===== src/rtl/regbank_write_arbiter.sv =====
// Write-port arbiter for a bank of N W-bit registers.
// Two requesters share the bank's write port with round-robin priority,
// and a bank-wide clear writes zero to every register, one per cycle.
// All outputs are registered: a decision made at an edge is visible on
// gnt/wen/wdata for the cycle that follows that edge.
module regbank_write_arbiter #(
  parameter int W  = 4,
  parameter int N  = 4,
  parameter int AW = 2
) (
  input  logic          clk,
  input  logic          rst,
  input  logic          req0,
  input  logic [AW-1:0] addr0,
  input  logic [W-1:0]  data0,
  input  logic          req1,
  input  logic [AW-1:0] addr1,
  input  logic [W-1:0]  data1,
  input  logic          clr_req,
  output logic          gnt0,
  output logic          gnt1,
  output logic [N-1:0]  wen,
  output logic [W-1:0]  wdata,
  output logic          clr_busy
);

  typedef enum logic {
    ARB   = 1'b0,
    CLEAR = 1'b1
  } state_t;

  state_t        r_state;
  logic [AW-1:0] r_clr_idx;     // index of the clear write currently on wen
  logic          r_last_grant;  // port that received the most recent grant
  logic          r_gnt0;
  logic          r_gnt1;
  logic [N-1:0]  r_wen;
  logic [W-1:0]  r_wdata;
  logic          r_clr_busy;

  logic          w_elig0;
  logic          w_elig1;
  logic          w_pick1;
  logic          w_clr_last;
  logic [AW-1:0] w_clr_next;

  // A request held high through its own grant cycle is the tail of the
  // handshake just served, not a new request.
  assign w_elig0 = req0 & ~r_gnt0;
  assign w_elig1 = req1 & ~r_gnt1;

  // Port 1 wins when it is the only one asking, or on a tie when port 0
  // was served last.
  assign w_pick1 = w_elig1 & (~w_elig0 | ~r_last_grant);

  // Completion is an explicit compare against N-1, never a wrap test.
  assign w_clr_last = (r_clr_idx == AW'(N - 1));
  assign w_clr_next = r_clr_idx + AW'(1);

  // Arbitration / clear sequencer with registered outputs.
  // NOTE: every state element here is assigned with <= so all of them
  // update together from values sampled at the same edge.
  always_ff @(posedge clk or posedge rst) begin
    if (rst) begin
      r_state      <= ARB;
      r_clr_idx    <= '0;
      r_last_grant <= 1'b1;
      r_gnt0       <= 1'b0;
      r_gnt1       <= 1'b0;
      r_wen        <= '0;
      r_wdata      <= '0;
      r_clr_busy   <= 1'b0;
    end else begin
      // Grants and enables are single-cycle pulses unless re-issued below.
      r_gnt0 <= 1'b0;
      r_gnt1 <= 1'b0;
      r_wen  <= '0;
      case (r_state)
        ARB: begin
          if (clr_req) begin
            // First clear write goes out immediately; pending requests wait.
            r_state    <= CLEAR;
            r_clr_idx  <= '0;
            r_wen      <= N'(1);
            r_wdata    <= '0;
            r_clr_busy <= 1'b1;
          end else if (w_elig0 || w_elig1) begin
            r_last_grant <= w_pick1;
            if (w_pick1) begin
              r_gnt1  <= 1'b1;
              r_wen   <= N'(1) << addr1;
              r_wdata <= data1;
            end else begin
              r_gnt0  <= 1'b1;
              r_wen   <= N'(1) << addr0;
              r_wdata <= data0;
            end
          end
        end
        CLEAR: begin
          if (w_clr_last) begin
            // One idle cycle after the last clear write; wdata holds 0.
            r_state    <= ARB;
            r_clr_busy <= 1'b0;
          end else begin
            r_clr_idx  <= w_clr_next;
            r_wen      <= N'(1) << w_clr_next;
            r_wdata    <= '0;
            r_clr_busy <= 1'b1;
          end
        end
        default: begin
          r_state    <= ARB;
          r_clr_busy <= 1'b0;
        end
      endcase
    end
  end

  assign gnt0     = r_gnt0;
  assign gnt1     = r_gnt1;
  assign wen      = r_wen;
  assign wdata    = r_wdata;
  assign clr_busy = r_clr_busy;

endmodule

===== config.mk =====
export PLATFORM = sky130hd
export DESIGN_NAME = regbank_write_arbiter
export DESIGN_NICKNAME = d
export VERILOG_FILES = /design/src/rtl/regbank_write_arbiter.sv
export SDC_FILE = /design/constraint.sdc
export NUM_CORES = 1
export LEC_CHECK = 0
export ABC_AREA = 1
export BUFFER_PORTS_ARGS = -buffer_cell sky130_fd_sc_hd__buf_4
export CAP_MARGIN = 5
export CORE_AREA = 5 5 44 54
export CTS_BUF_LIST = sky130_fd_sc_hd__clkbuf_16
export DETAILED_ROUTE_END_ITERATION = 10
export DIE_AREA = 0 0 49 59
export PLACE_DENSITY = 0.73
export SKIP_LAST_GASP = 1
export SLEW_MARGIN = 20
export SYNTH_ARGS = -nofsm -noshare
export SYNTH_HDL_FRONTEND = slang
export SYNTH_SLANG_ARGS = --single-unit

===== constraint.sdc =====
create_clock -name clk -period 1.3 [get_ports clk]
set_input_delay 0.325 -clock clk [delete_from_list [all_inputs] [get_ports clk]]
set_output_delay 0.325 -clock clk [all_outputs]
set_load 0.01 [all_outputs]

After elaboration in Yosys (flattened, before gate mapping)
Cells that the tools add are included. W data, S select, Z words.

Register bits: 15. Bits of input ports: 17.

$add $sub $neg: 1. Equal/unequal tests: 4. Shift-type cells: 3. Muxes and demuxes: 26. Bitwise gates (word level): 10. Reductions and logical operators: 4.

Operators by type and width (number): $mux W4 (8); $pmux W4 S2 (2); $shl A1 B2 Y4 const A (3); $mux W1 (11); $not A1 Y1 (6); $mux W2 (2); $ne A2 B2 Y1 const B (2); $pmux W1 S2 (2); $pmux W2 S2 (1); $reduce_and A2 Y1 (2); $and A1 B1 Y1 (3); $ne A3 B3 Y1 const B (1); $reduce_and A3 Y1 (1); $add A2 B1 Y2 const B (1); $eq A2 B2 Y1 const B (1); $logic_or A1 B1 Y1 (1); $or A1 B1 Y1 (1).

Longest topological paths before layout
Gate-level depths: netlist (run 1).

Word-level depth: 9. Mapped depth: 8.

Worst setup path after synthesis (run 1)
OpenSTA, ideal clock, no wires.

Kind: register -> register. Start point: register r_last_grant. End point: register r_wdata[0], in the netlist wdata[0]. Library setup time: 120 ps. Arrival time: 1018 ps. Required time: 1180 ps. Setup slack: 162 ps. Cell stages (with the launch flop): 8. Clock period less this slack: 1138 ps. Cell sequence: dfstp_2 > nand3_2 > nand2_4 > inv_2 > nor2_1 > nor2_1 > o21ai_1 > nand2_1.

Cells in the longest elaborated chain, start to end: 7.

RTL lines: from (decl) (line 34) `logic r_last_grant;`; from (signal assigned) (line 88) `r_last_grant <= w_pick1;`; $not A1 Y1 (line 54) `assign w_pick1 = w_elig1 & (~w_elig0 | ~r_last_grant);`; $or A1 B1 Y1 (line 54); $and A1 B1 Y1 (line 54); $mux W4 (line 89) `if (w_pick1) begin`; $mux W4 (line 87) `end else if (w_elig0 || w_elig1) begin`; $mux W4 (line 80) `if (clr_req) begin`; $pmux W4 S2 (line 78) `case (r_state)`; to (signal assigned) (line 92) `r_wdata <= data1;`; to (signal assigned) (line 96) `r_wdata <= data0;`; to (decl) (line 38) `logic [W-1:0] r_wdata;`.

No other way between the ends. The select of a mux whose other input is x is not followed. A chain may end at the register's enable or synchronous reset.

Worst setup path in the final report (run 1)
Start point: register r_gnt1, in the netlist gnt1. End point: register r_wdata[2], in the netlist wdata[2].

Cells in the longest elaborated chain, start to end: 7.

RTL lines: from (decl) (line 36) `logic r_gnt1;`; from (signal assigned) (line 69) `r_gnt1 <= 1'b0;`; from (signal assigned) (line 76) `r_gnt1 <= 1'b0;`; from (signal assigned) (line 90) `r_gnt1 <= 1'b1;`; $not A1 Y1 * (line 50) `assign w_elig1 = req1 & ~r_gnt1;`; $and A1 B1 Y1 * (line 50); $and A1 B1 Y1 (line 54); $mux W4 (line 89); $mux W4 (line 87); $mux W4 (line 80); $pmux W4 S2 (line 78).

Mark *: on every way between the ends. The rest lies on a longest branch, timed or not. The select of a mux whose other input is x is not followed.

==> results of run 1 <==
## cells in the final DEF, fill, tap and decap left out, drive strengths merged
cell     n
o21ai    9
nand3b   1
ha       4
buf     32
nand2   26
dfstp    1
nand3    7
a21oi    1
inv     18
dfrtp   14
clkbuf   3
o22ai    1
nor2    12
## Yosys cell counts
cell type                  number
sky130_fd_sc_hd__a21oi_2        1
sky130_fd_sc_hd__buf_6          1
sky130_fd_sc_hd__o21ai_2        2
sky130_fd_sc_hd__nor2_4         1
sky130_fd_sc_hd__nand2_4        2
sky130_fd_sc_hd__dfstp_2        1
sky130_fd_sc_hd__nand3_1        6
sky130_fd_sc_hd__nor2_8         1
sky130_fd_sc_hd__o21ai_0        3
sky130_fd_sc_hd__nand3_2        1
sky130_fd_sc_hd__nand2_1       20
sky130_fd_sc_hd__nand3b_1       1
sky130_fd_sc_hd__nand2_2        4
sky130_fd_sc_hd__inv_1         12
sky130_fd_sc_hd__dfrtp_1       14
sky130_fd_sc_hd__inv_2          5
sky130_fd_sc_hd__o22ai_2        1
sky130_fd_sc_hd__ha_1           4
sky130_fd_sc_hd__o21ai_1        4
sky130_fd_sc_hd__nor2_1        10
## cell families after synthesis
kind of cell,after synthesis,share of synthesized area [%]
AO/OA/AOI/OAI,11,9.06
flip-flops,15,46.2
buffers and inverters,18,9.22
AND/OR/NAND/NOR,46,29.3
adder cells (fa/ha/maj),4,6.14
## worst max-delay path by stage
| stage | startpoint | to | slack (ps) |
|---|---|---|---|
| 3_5_place_dp | r_last_grant | wdata[0] | 70 |
| 5_1_grt | gnt1 | wdata[2] | -20 |
| 4_1_cts | r_last_grant | wdata[0] | 40 |
| 6_report | gnt1 | wdata[2] | 60 |
| 2_1_floorplan | r_last_grant | wdata[0] | 160 |
| 3_3_place_gp | r_clr_idx[0] | r_clr_idx[0] | 120 |
## where the power goes
| part | internal, mW | switching (mW) |
|---|---|---|
| Clock | 0.407 | 0.181 |
| Sequential | 0.644 | 0.151 |
| Combinational | 0.393 | 0.455 |
| Total | 1.44 | 0.788 |
## registers in the layout, indices dropped and copies added, names as in the netlist
signal and count:
clr_busy 1, gnt1 1, gnt0 1, r_clr_idx 2, r_last_grant 1, r_state 1
wen 4, wdata 4
## repair_timing
item	in CTS	in global routing
endpoints found under the setup margin	0	7
resized for setup	0	5
buffers inserted	0	4
## routing by layer
layer | wire length, um | GRT usage, %
met5 | 0 | 0
met4 | 61 | 9.62
met3 | 125 | 4.79
met2 | 1010 | 23.7
met1 | 709 | 13.9
## per-stage QoR
stage | hold slack [ps] | area, um2
floorplan | 226 | 815
global placement | 339 | 1040
detailed placement | 343 | 1040
CTS | 84.7 | 1120
global route | 111 | 1170
finish | 80.2 | 1170
## worst register-to-register path, cell delays in order (launching register included)
cell and delay, ps:
sky130_fd_sc_hd__dfrtp_1 420, sky130_fd_sc_hd__nor2_4 160, sky130_fd_sc_hd__nand2_8 100, sky130_fd_sc_hd__buf_4 160, sky130_fd_sc_hd__buf_4 130, sky130_fd_sc_hd__o21ai_1 110, sky130_fd_sc_hd__nand2_1 60
## layout make-up
class                   count  area share, %
multi-input cells          61           32.7
flip-flops and latches     15           32.3
repair buffers             32           20.6
clock buffers               3           6.42
inverters                  17           5.67
well taps                  19           2.03
clock inverters             1          0.321
==> results.cfg, run 1 <==
[pwr]
power_per_cell_area_nw_per_um2 = 1910
p_leak_nw = 0.660
finalPower_mw = 2.23
worst_ir_drop_vdd_mv = 0.926

[setup_path]
worst_ep_required_time_ps = 1430
reg2regPathDepth = 6
startpoint_type = flop
critical_path.n_buffers_inverters = 2
crit_type = flop to flop
critical_path.reg2reg.endpoint = wdata[2]
slowest_stage_cell_crit_path = sky130_fd_sc_hd__dfrtp_1
path_cells = nor2_4 -> nand2_8 -> buf_4 -> buf_4 -> o21ai_1 -> nand2_1
critical-path-top-delay-family = flip-flops
max_incr_delay_on_cp_ps = 420
crit_fanout = 8
register_to_register_setup_slack_ps = 60
crit_cells = 6
r2r-start = gnt1
endpoint_kind = flop
worstPathArrival_ps = 1370
cpMostUsedCell = sky130_fd_sc_hd__buf_4

[timing]
setup_tns_ps = 0
timing.final.crit_period_ps = 1240
timing.final.ws_setup_ps = 62.1
timing.fmax_ghz = 0.808
fin_crit_sh_pct = 95.2
relSlewSlack_pct = 79.3
report.final.hold_viol_count = 0
finalSetupViolCount = 0
finalClockSkew_ps = 0.910
slew_worst_pin_ps = 310
slew_viol_final = 0

[cells_and_area]
seqCellArea_um2 = 378
finalNonFillerCells = 148
fill_cells = 156
synthToLayoutAreaGrowth_pct = 43.5
drive_above_1_share_pct = 43.4
nNetsFinal = 151
final_core_utilization_pct = 65.4
multi_input_area_um2 = 382
antenna_cells = 0

[global_routing]
global_route_wire_length_before_repair_mm = 3.10
grt_remaining_overflow = 0
grt_usage_pct = 13.8
initial_antenna_violation_count = 0
grt_pass1_vias = 736
grt_max_degree = 16

[synthesis]
yosysUniqueCellTypes = 20
syn_area_um2 = 815
post-synth-top-area-cell = sky130_fd_sc_hd__dfrtp_1
postSynthCellCount = 94
synthesis.area_per_instance_um2 = 8.67
post_synth_main_area_contributors = sky130_fd_sc_hd__dfrtp_1 (43%), sky130_fd_sc_hd__nand2_1 (9.2%), sky130_fd_sc_hd__ha_1 (6.1%), sky130_fd_sc_hd__inv_1 (5.5%), sky130_fd_sc_hd__nor2_1 (4.6%)
ys.warnings.count = 0
synth_largest_type_area_fraction_pct = 43.0
synthesis.nets = 115
ys_seq_elements = 15
register_area_share_after_synthesis_pct = 46.2

[placement]
rd_place_congestion = 0.816
port_buffers = 27
detailed_place_hpwl_mm = 1.37
placement.setup.worst_slack_ps = 71.6
place_inst = 140

[clock_tree]
root_buffer = sky130_fd_sc_hd__clkbuf_16
cts.sink_count = 15
cts_made_buffers = 3
cts.reportedPaths.clkPinSlew_ps = 50
cts-root-to-sink-buffers = 2
hold_buffers = 0
clk-insertion-delay-late_ps = 240
cts_tree = built
htree_levels = 1

[floorplanning]
floorplan.die.width_um = 49
ioPinCount = 28
start_util_pct = 45.6
fp-row-count = 17
die_h_um = 59
die_area_um2 = 2890
core_area_um2 = 1790

[routing]
post_drt_via_cell_ratio = 4.95
post_drt_wl_per_cell_um = 12.9
wl_mm = 1.90
dr.pass1.iters = 4
drt.antenna.violating_nets = 0
number_of_vias_in_the_routed_layout = 732
detail_route.drc_violations = 0
initialDrtViolationCount = 15

[outcome]
run_status = completed

[min_path]
min_path_type = input pin to asynchronous set/reset pin

[run]
max-cap-violations = 0
Power figures use the tool's default switching activity.
==> run 2, diff against run 1 <==
--- a/config.mk
+++ b/config.mk
@@ -5,14 +5,13 @@
 export SDC_FILE = /design/constraint.sdc
 export NUM_CORES = 1
 export LEC_CHECK = 0
-export ABC_AREA = 1
 export BUFFER_PORTS_ARGS = -buffer_cell sky130_fd_sc_hd__buf_4
 export CAP_MARGIN = 5
-export CORE_AREA = 5 5 44 54
+export CORE_AREA = 5 5 48 50
 export CTS_BUF_LIST = sky130_fd_sc_hd__clkbuf_16
 export DETAILED_ROUTE_END_ITERATION = 10
-export DIE_AREA = 0 0 49 59
-export PLACE_DENSITY = 0.73
+export DIE_AREA = 0 0 53 55
+export PLACE_DENSITY = 0.74
 export SKIP_LAST_GASP = 1
 export SLEW_MARGIN = 20
 export SYNTH_ARGS = -nofsm -noshare
==> run 2 against run 1 <==
Net effect:
- combinational power grew 3.9%
- non-clock buffer count up 8
- via count up 11%
- flip-flop and latch count unchanged
- final cell count is 2.0% higher
- core utilization decreased by 0.29 points
- power rose by 0.40%
- area after synthesis grew 1.2%
- worst setup slack better by 4.2 ps
- largest power group unchanged
- register-to-register slack about the same
- clock skew increased by 3.9 ps
- wire length is 8.0% higher
- critical endpoint is now gnt0
==> results.cfg, run 2 <==
[timing]
timing.final.ws_setup_ps = 66.3
timing.fmax_ghz = 0.811
finalClockSkew_ps = 4.84
slew_worst_pin_ps = 337
fin_crit_sh_pct = 94.9
finalSetupViolCount = 0
slew_viol_final = 0
relSlewSlack_pct = 77.6
timing.final.crit_period_ps = 1230
hold_slack_ps = 75.6
report.final.hold_viol_count = 0
unrepaired_setup_endpoints_after_global_routing = true

[setup_path]
critical-path-top-delay-family = flip-flops
max_incr_delay_on_cp_ps = 380
critical_path.n_buffers_inverters = 2
crit_type = flop to flop
worstPathArrival_ps = 1360
cpMostUsedCell = sky130_fd_sc_hd__buf_4
startpoint_type = flop
slowest_stage_cell_crit_path = sky130_fd_sc_hd__dfrtp_1
worst_ep_required_time_ps = 1420
crit_fanout = 6
endpoint_kind = flop
path_cells = nor2b_1 -> buf_4 -> a21oi_1 -> buf_4 -> nor2_1

[min_path]
min_path_type = input pin to asynchronous set/reset pin

[clock_tree]
cts.sink_count = 15
root_buffer = sky130_fd_sc_hd__clkbuf_16
cts-root-to-sink-buffers = 2
cts_tree = built
htree_levels = 1
clk-insertion-delay-late_ps = 250
cts.reportedPaths.clkPinSlew_ps = 50
hold_buffers = 0
cts_made_buffers = 3

[routing]
initialDrtViolationCount = 23
dr.pass1.iters = 4
post_drt_via_cell_ratio = 5.36
detail_route.drc_violations = 0
drt.antenna.violating_nets = 0
post_drt_wl_per_cell_um = 13.6
number_of_vias_in_the_routed_layout = 810
wl_mm = 2.06

[synthesis]
yosys_most_used_dff = sky130_fd_sc_hd__dfrtp_1
ys_seq_elements = 15
synth_largest_type_area_fraction_pct = 42.5
synth.most_common_cell = sky130_fd_sc_hd__dfrtp_1
postSynthCellCount = 85
ys.warnings.count = 0
syn_area_um2 = 825
yosysUniqueCellTypes = 28
synthesis.nets = 106
synth-edff-count = 0
ys_async_sr_fraction_pct = 100
register_area_share_after_synthesis_pct = 45.7
yosys-top-cells-count = sky130_fd_sc_hd__dfrtp_1 (14), sky130_fd_sc_hd__inv_1 (8), sky130_fd_sc_hd__nand4_1 (7)
post-synth-top-area-cell = sky130_fd_sc_hd__dfrtp_1
post_synth_main_area_contributors = sky130_fd_sc_hd__dfrtp_1 (42%), sky130_fd_sc_hd__ha_1 (6.1%), sky130_fd_sc_hd__nand4_1 (5.3%), sky130_fd_sc_hd__o211ai_1 (4.6%), sky130_fd_sc_hd__o2111ai_1 (4.2%)
synthesis.area_per_instance_um2 = 9.70

[placement]
rd_place_congestion = 0.867
placement.setup.worst_slack_ps = -36.1
dpl-instance-area_um2 = 1100
port_buffers = 27
place_inst = 144
detailed_place_hpwl_mm = 1.54

[pwr]
power_per_cell_area_nw_per_um2 = 1850
worst_ir_drop_vdd_mv = 1.07
sw_frac_of_total_pct = 33.2
clock_power_share_pct = 26.9
share_seq_of_total_power_pct = 33.7
p_leak_nw = 0.572
switching_power_mw = 0.745
cell_internal_power_mw = 1.50
combinational_power_share_pct = 39.4

[floorplanning]
die_area_um2 = 2920
core_area_um2 = 1860
start_util_pct = 44.3
ioPinCount = 28
floorplan.die.width_um = 53
die_h_um = 55
fp-row-count = 16

[global_routing]
initial_antenna_violation_count = 0
grt_remaining_overflow = 0
grt_max_degree = 16
grt_pass1_vias = 764
grt_usage_pct = 15.7
global_route_wire_length_before_repair_mm = 3.32

[cells_and_area]
postLayoutCellArea_um2 = 1210
drive_above_1_share_pct = 37.9
final_core_utilization_pct = 65.1
antenna_cells = 0
finalNonFillerCells = 151
nNetsFinal = 146
commonest_non_fill_non_tap_cell_in_the_layout = sky130_fd_sc_hd__buf_4
synthToLayoutAreaGrowth_pct = 47.0
most_frequent_cells_in_the_layout = sky130_fd_sc_hd__buf_4 (40), sky130_fd_sc_hd__dfrtp_1 (14), sky130_fd_sc_hd__inv_1 (8), sky130_fd_sc_hd__nand4_1 (7), sky130_fd_sc_hd__nand2_1 (6)

[run]
max-cap-violations = 0

[outcome]
run_status = completed
[run 2: cell types whose count changed after synthesis, sizes merged, moves of 5 or more]
cell | previous run | this run
inv | 17 | 8
nand2 | 26 | 6
nand3 | 7 | 2
nand4 | 0 | 7
nor2 | 12 | 5
o211ai | 0 | 5
o21ai | 9 | 2
[run 2: metal layers]
layer	global-route usage [%]	wire (um)
met1	19.3	900
met2	25.8	1030
met3	3.49	113
met4	8.51	9
met5	0	0
[run 2: kinds of logic after synthesis]
kind of cell             share of synthesized area, %
adder cells (fa/ha/maj)                          6.07
AND/OR/NAND/NOR                                  20.9
flip-flops                                       45.7
XOR/XNOR                                         1.06
AO/OA/AOI/OAI                                    18.8
buffers and inverters                            7.44
[run 2: worst register-to-register path, stage by stage (launching register included)]
cell and delay (ps):
sky130_fd_sc_hd__dfrtp_1 380, sky130_fd_sc_hd__nor2b_1 70, sky130_fd_sc_hd__buf_4 150, sky130_fd_sc_hd__a21oi_1 310, sky130_fd_sc_hd__buf_4 170, sky130_fd_sc_hd__nor2_1 30
[run 2: power groups by stage]
stage	clock, mW	combinational, mW	sequential, mW
5_1_grt	0.630	0.983	0.775
6_report	0.604	0.882	0.756
2_1_floorplan	0	0.468	0.754
3_5_place_dp	0	0.819	0.758
4_1_cts	0.606	0.869	0.748
3_3_place_gp	0	0.798	0.753
[run 2: metrics by stage]
| stage | setup TNS [ps] | total power [mW] |
|---|---|---|
| global route | -10.5 | 2.39 |
| global placement | -7.58 | 1.55 |
| finish | 0 | 2.24 |
| CTS | 0 | 2.22 |
| floorplan | 0 | 1.22 |
| detailed placement | -73.1 | 1.58 |
[run 2: area by class of cell]
cell class / count / area [um2]
clock inverter: 1 / 5.00
inverter: 8 / 30.0
sequential: 15 / 377
clock buffer: 3 / 75.1
fill: 163 / 649
multi-input combinational: 57 / 392
tap: 27 / 33.8
timing repair buffer: 40 / 300
[run 2: what timing repair did]
item	4_1_cts	5_1_grt
pin swaps	1	3
endpoints found under the setup margin	5	7
setup buffers	3	0
cloned	0	0
gates resized for setup	0	4
[run 2: worst paths after layout]
path | start | endpoint | slack (ps) | cells past startpoint
min in group clk | data1[2] | wdata[2] | 340 | 3
worst min register to register | clr_busy | clr_busy | 500 | 1
worst max-delay path | gnt0 | gnt0 | 70 | 5
worst min-delay path | rst | clr_busy | 80 | 3
max in group asynchronous | rst | r_last_grant | 980 | 3
worst max register to register | gnt0 | gnt0 | 70 | 5
==> run 3, diff against run 2 <==
--- a/config.mk
+++ b/config.mk
@@ -12,8 +12,9 @@
 export DETAILED_ROUTE_END_ITERATION = 10
 export DIE_AREA = 0 0 53 55
 export PLACE_DENSITY = 0.74
+export RECOVER_POWER = 25
 export SKIP_LAST_GASP = 1
-export SLEW_MARGIN = 20
+export SLEW_MARGIN = 5
 export SYNTH_ARGS = -nofsm -noshare
 export SYNTH_HDL_FRONTEND = slang
 export SYNTH_SLANG_ARGS = --single-unit
==> run 3 against run 2 <==
Net effect:
- clock skew unchanged
- final cell count unchanged
- power barely moved
- largest cell class unchanged
- largest power group unchanged
==> results.cfg, run 3 (same netlist as run 2, synthesis figures left out) <==
[timing]
slew_viol_final = 0
report.final.hold_viol_count = 0
finalSetupViolCount = 0
fin_crit_sh_pct = 94.9
finalClockSkew_ps = 4.84
slew_worst_pin_ps = 804
setup_tns_ps = 0
unrepaired_setup_endpoints_after_global_routing = true
relSlewSlack_pct = 46.4
timing.final.ws_setup_ps = 66.3
timing.final.crit_period_ps = 1230
timing.fmax_ghz = 0.811

[routing]
detail_route.drc_violations = 0
drt.antenna.violating_nets = 0
dr.pass1.iters = 4
wl_mm = 2.06
number_of_vias_in_the_routed_layout = 809
post_drt_wl_per_cell_um = 13.6
initialDrtViolationCount = 23
post_drt_via_cell_ratio = 5.36

[cells_and_area]
commonest_non_fill_non_tap_cell_in_the_layout = sky130_fd_sc_hd__buf_4
nNetsFinal = 146
finalNonFillerCells = 151
drive_above_1_share_pct = 37.1
antenna_cells = 0
most_frequent_cells_in_the_layout = sky130_fd_sc_hd__buf_4 (38), sky130_fd_sc_hd__dfrtp_1 (14), sky130_fd_sc_hd__inv_1 (8), sky130_fd_sc_hd__nand4_1 (7), sky130_fd_sc_hd__nand2_1 (6)
final_core_utilization_pct = 64.9
synthToLayoutAreaGrowth_pct = 46.6

[run]
max-cap-violations = 0

[clock_tree]
cts_made_buffers = 3
htree_levels = 1
cts.sink_count = 15
cts-root-to-sink-buffers = 2
root_buffer = sky130_fd_sc_hd__clkbuf_16
clk-insertion-delay-late_ps = 250
cts.reportedPaths.clkPinSlew_ps = 50
cts_tree = built

[placement]
detailed_place_hpwl_mm = 1.54
rd_place_congestion = 0.867
placement.setup.worst_slack_ps = -36.1
place_inst = 144
port_buffers = 27

[setup_path]
worstPathArrival_ps = 1360
max_incr_delay_on_cp_ps = 380
startpoint_type = flop
slowest_stage_cell_crit_path = sky130_fd_sc_hd__dfrtp_1
crit_type = flop to flop
path_cells = nor2b_1 -> buf_4 -> a21oi_1 -> buf_4 -> nor2_1
cpMostUsedCell = sky130_fd_sc_hd__buf_4
crit_fanout = 6
endpoint_kind = flop
worst_ep_required_time_ps = 1420

[outcome]
run_status = completed

[pwr]
share_seq_of_total_power_pct = 33.7
switching_power_mw = 0.745
sw_frac_of_total_pct = 33.3
clock_power_share_pct = 27.0
p_leak_nw = 0.568
combinational_power_share_pct = 39.3
cell_internal_power_mw = 1.49
finalPower_mw = 2.24
power_per_cell_area_nw_per_um2 = 1850
worst_ir_drop_vdd_mv = 1.07

[floorplanning]
core_area_um2 = 1860
ioPinCount = 28
die_area_um2 = 2920
die_h_um = 55
floorplan.die.width_um = 53
start_util_pct = 44.3
fp-row-count = 16

[global_routing]
grt_usage_pct = 15.7
grt_pass1_vias = 764
global_route_wire_length_before_repair_mm = 3.32
grt_remaining_overflow = 0
initial_antenna_violation_count = 0
grt_max_degree = 16

[min_path]
min_path_type = input pin to asynchronous set/reset pin
## run 3: cell count changes in the layout (fill, tap and decap cells not counted)
cell,before,now
sky130_fd_sc_hd__buf_4,40,38
sky130_fd_sc_hd__clkbuf_1,0,1
sky130_fd_sc_hd__clkbuf_4,0,1
## run 3: through the flow
step | hold WS (ps) | cell area, um2
after CTS | 83.0 | 1210
after detailed placement | 345 | 1100
after global placement | 340 | 1100
final | 296 | 1210
after floorplan | 226 | 825
after global routing | 348 | 1210
## run 3: metal layers
layer | vias to the layer above | track usage [%] | wire, um | part of all wire [%]
met1 | 396 | 19.3 | 900 | 44
met2 | 23 | 25.8 | 1030 | 50
met4 | 0 | 8.51 | 9 | 0.44
li1 | 388 | - | - | -
met3 | 2 | 3.49 | 113 | 5.5
met5 | - | 0 | 0 | 0
## run 3: path summary, 6_finish.rpt
kind | cells past startpoint | from | endpoint | slack [ps]
worst max register to register | 5 | gnt0 | gnt0 | 70
worst max-delay path | 5 | gnt0 | gnt0 | 70
worst min-delay path | 3 | rst | clr_busy | 300
max in group asynchronous | 3 | rst | gnt1 | 500
worst min register to register | 1 | clr_busy | clr_busy | 500
min in group clk | 3 | data1[2] | wdata[2] | 340
## run 3: what timing repair did
action                                  4_1_cts  5_1_grt
pin swaps                                     1        3
hold buffers                                  0        0
buffers inserted                              3        0
gates resized for setup                       0        4
endpoints found under the setup margin        5        7
hold endpoints to repair                      0        0
gates cloned                                  0        0
## run 3: layout make-up
cell class / count / area [um2]
fillers: 164 / 653
multi-input cells: 57 / 392
flip-flops and latches: 15 / 377
repair buffers: 40 / 297
clock buffers: 3 / 75.1
well taps: 27 / 33.8
inverters: 8 / 30.0
clock inverters: 1 / 5.00
## run 3: critical path, delay by kind of cell, from the launching register on
kind / cells / cell delay, ps
compound gates: 1 / 310
buf+inv: 2 / 320
flops: 1 / 380
simple gates: 2 / 100
## run 3: power groups by stage
stage / registers, mW / logic (mW) / clock network [mW]
2_1_floorplan: 0.754 / 0.468 / 0
3_3_place_gp: 0.753 / 0.798 / 0
3_5_place_dp: 0.758 / 0.819 / 0
4_1_cts: 0.748 / 0.869 / 0.606
5_1_grt: 0.775 / 0.981 / 0.630
6_report: 0.755 / 0.880 / 0.604
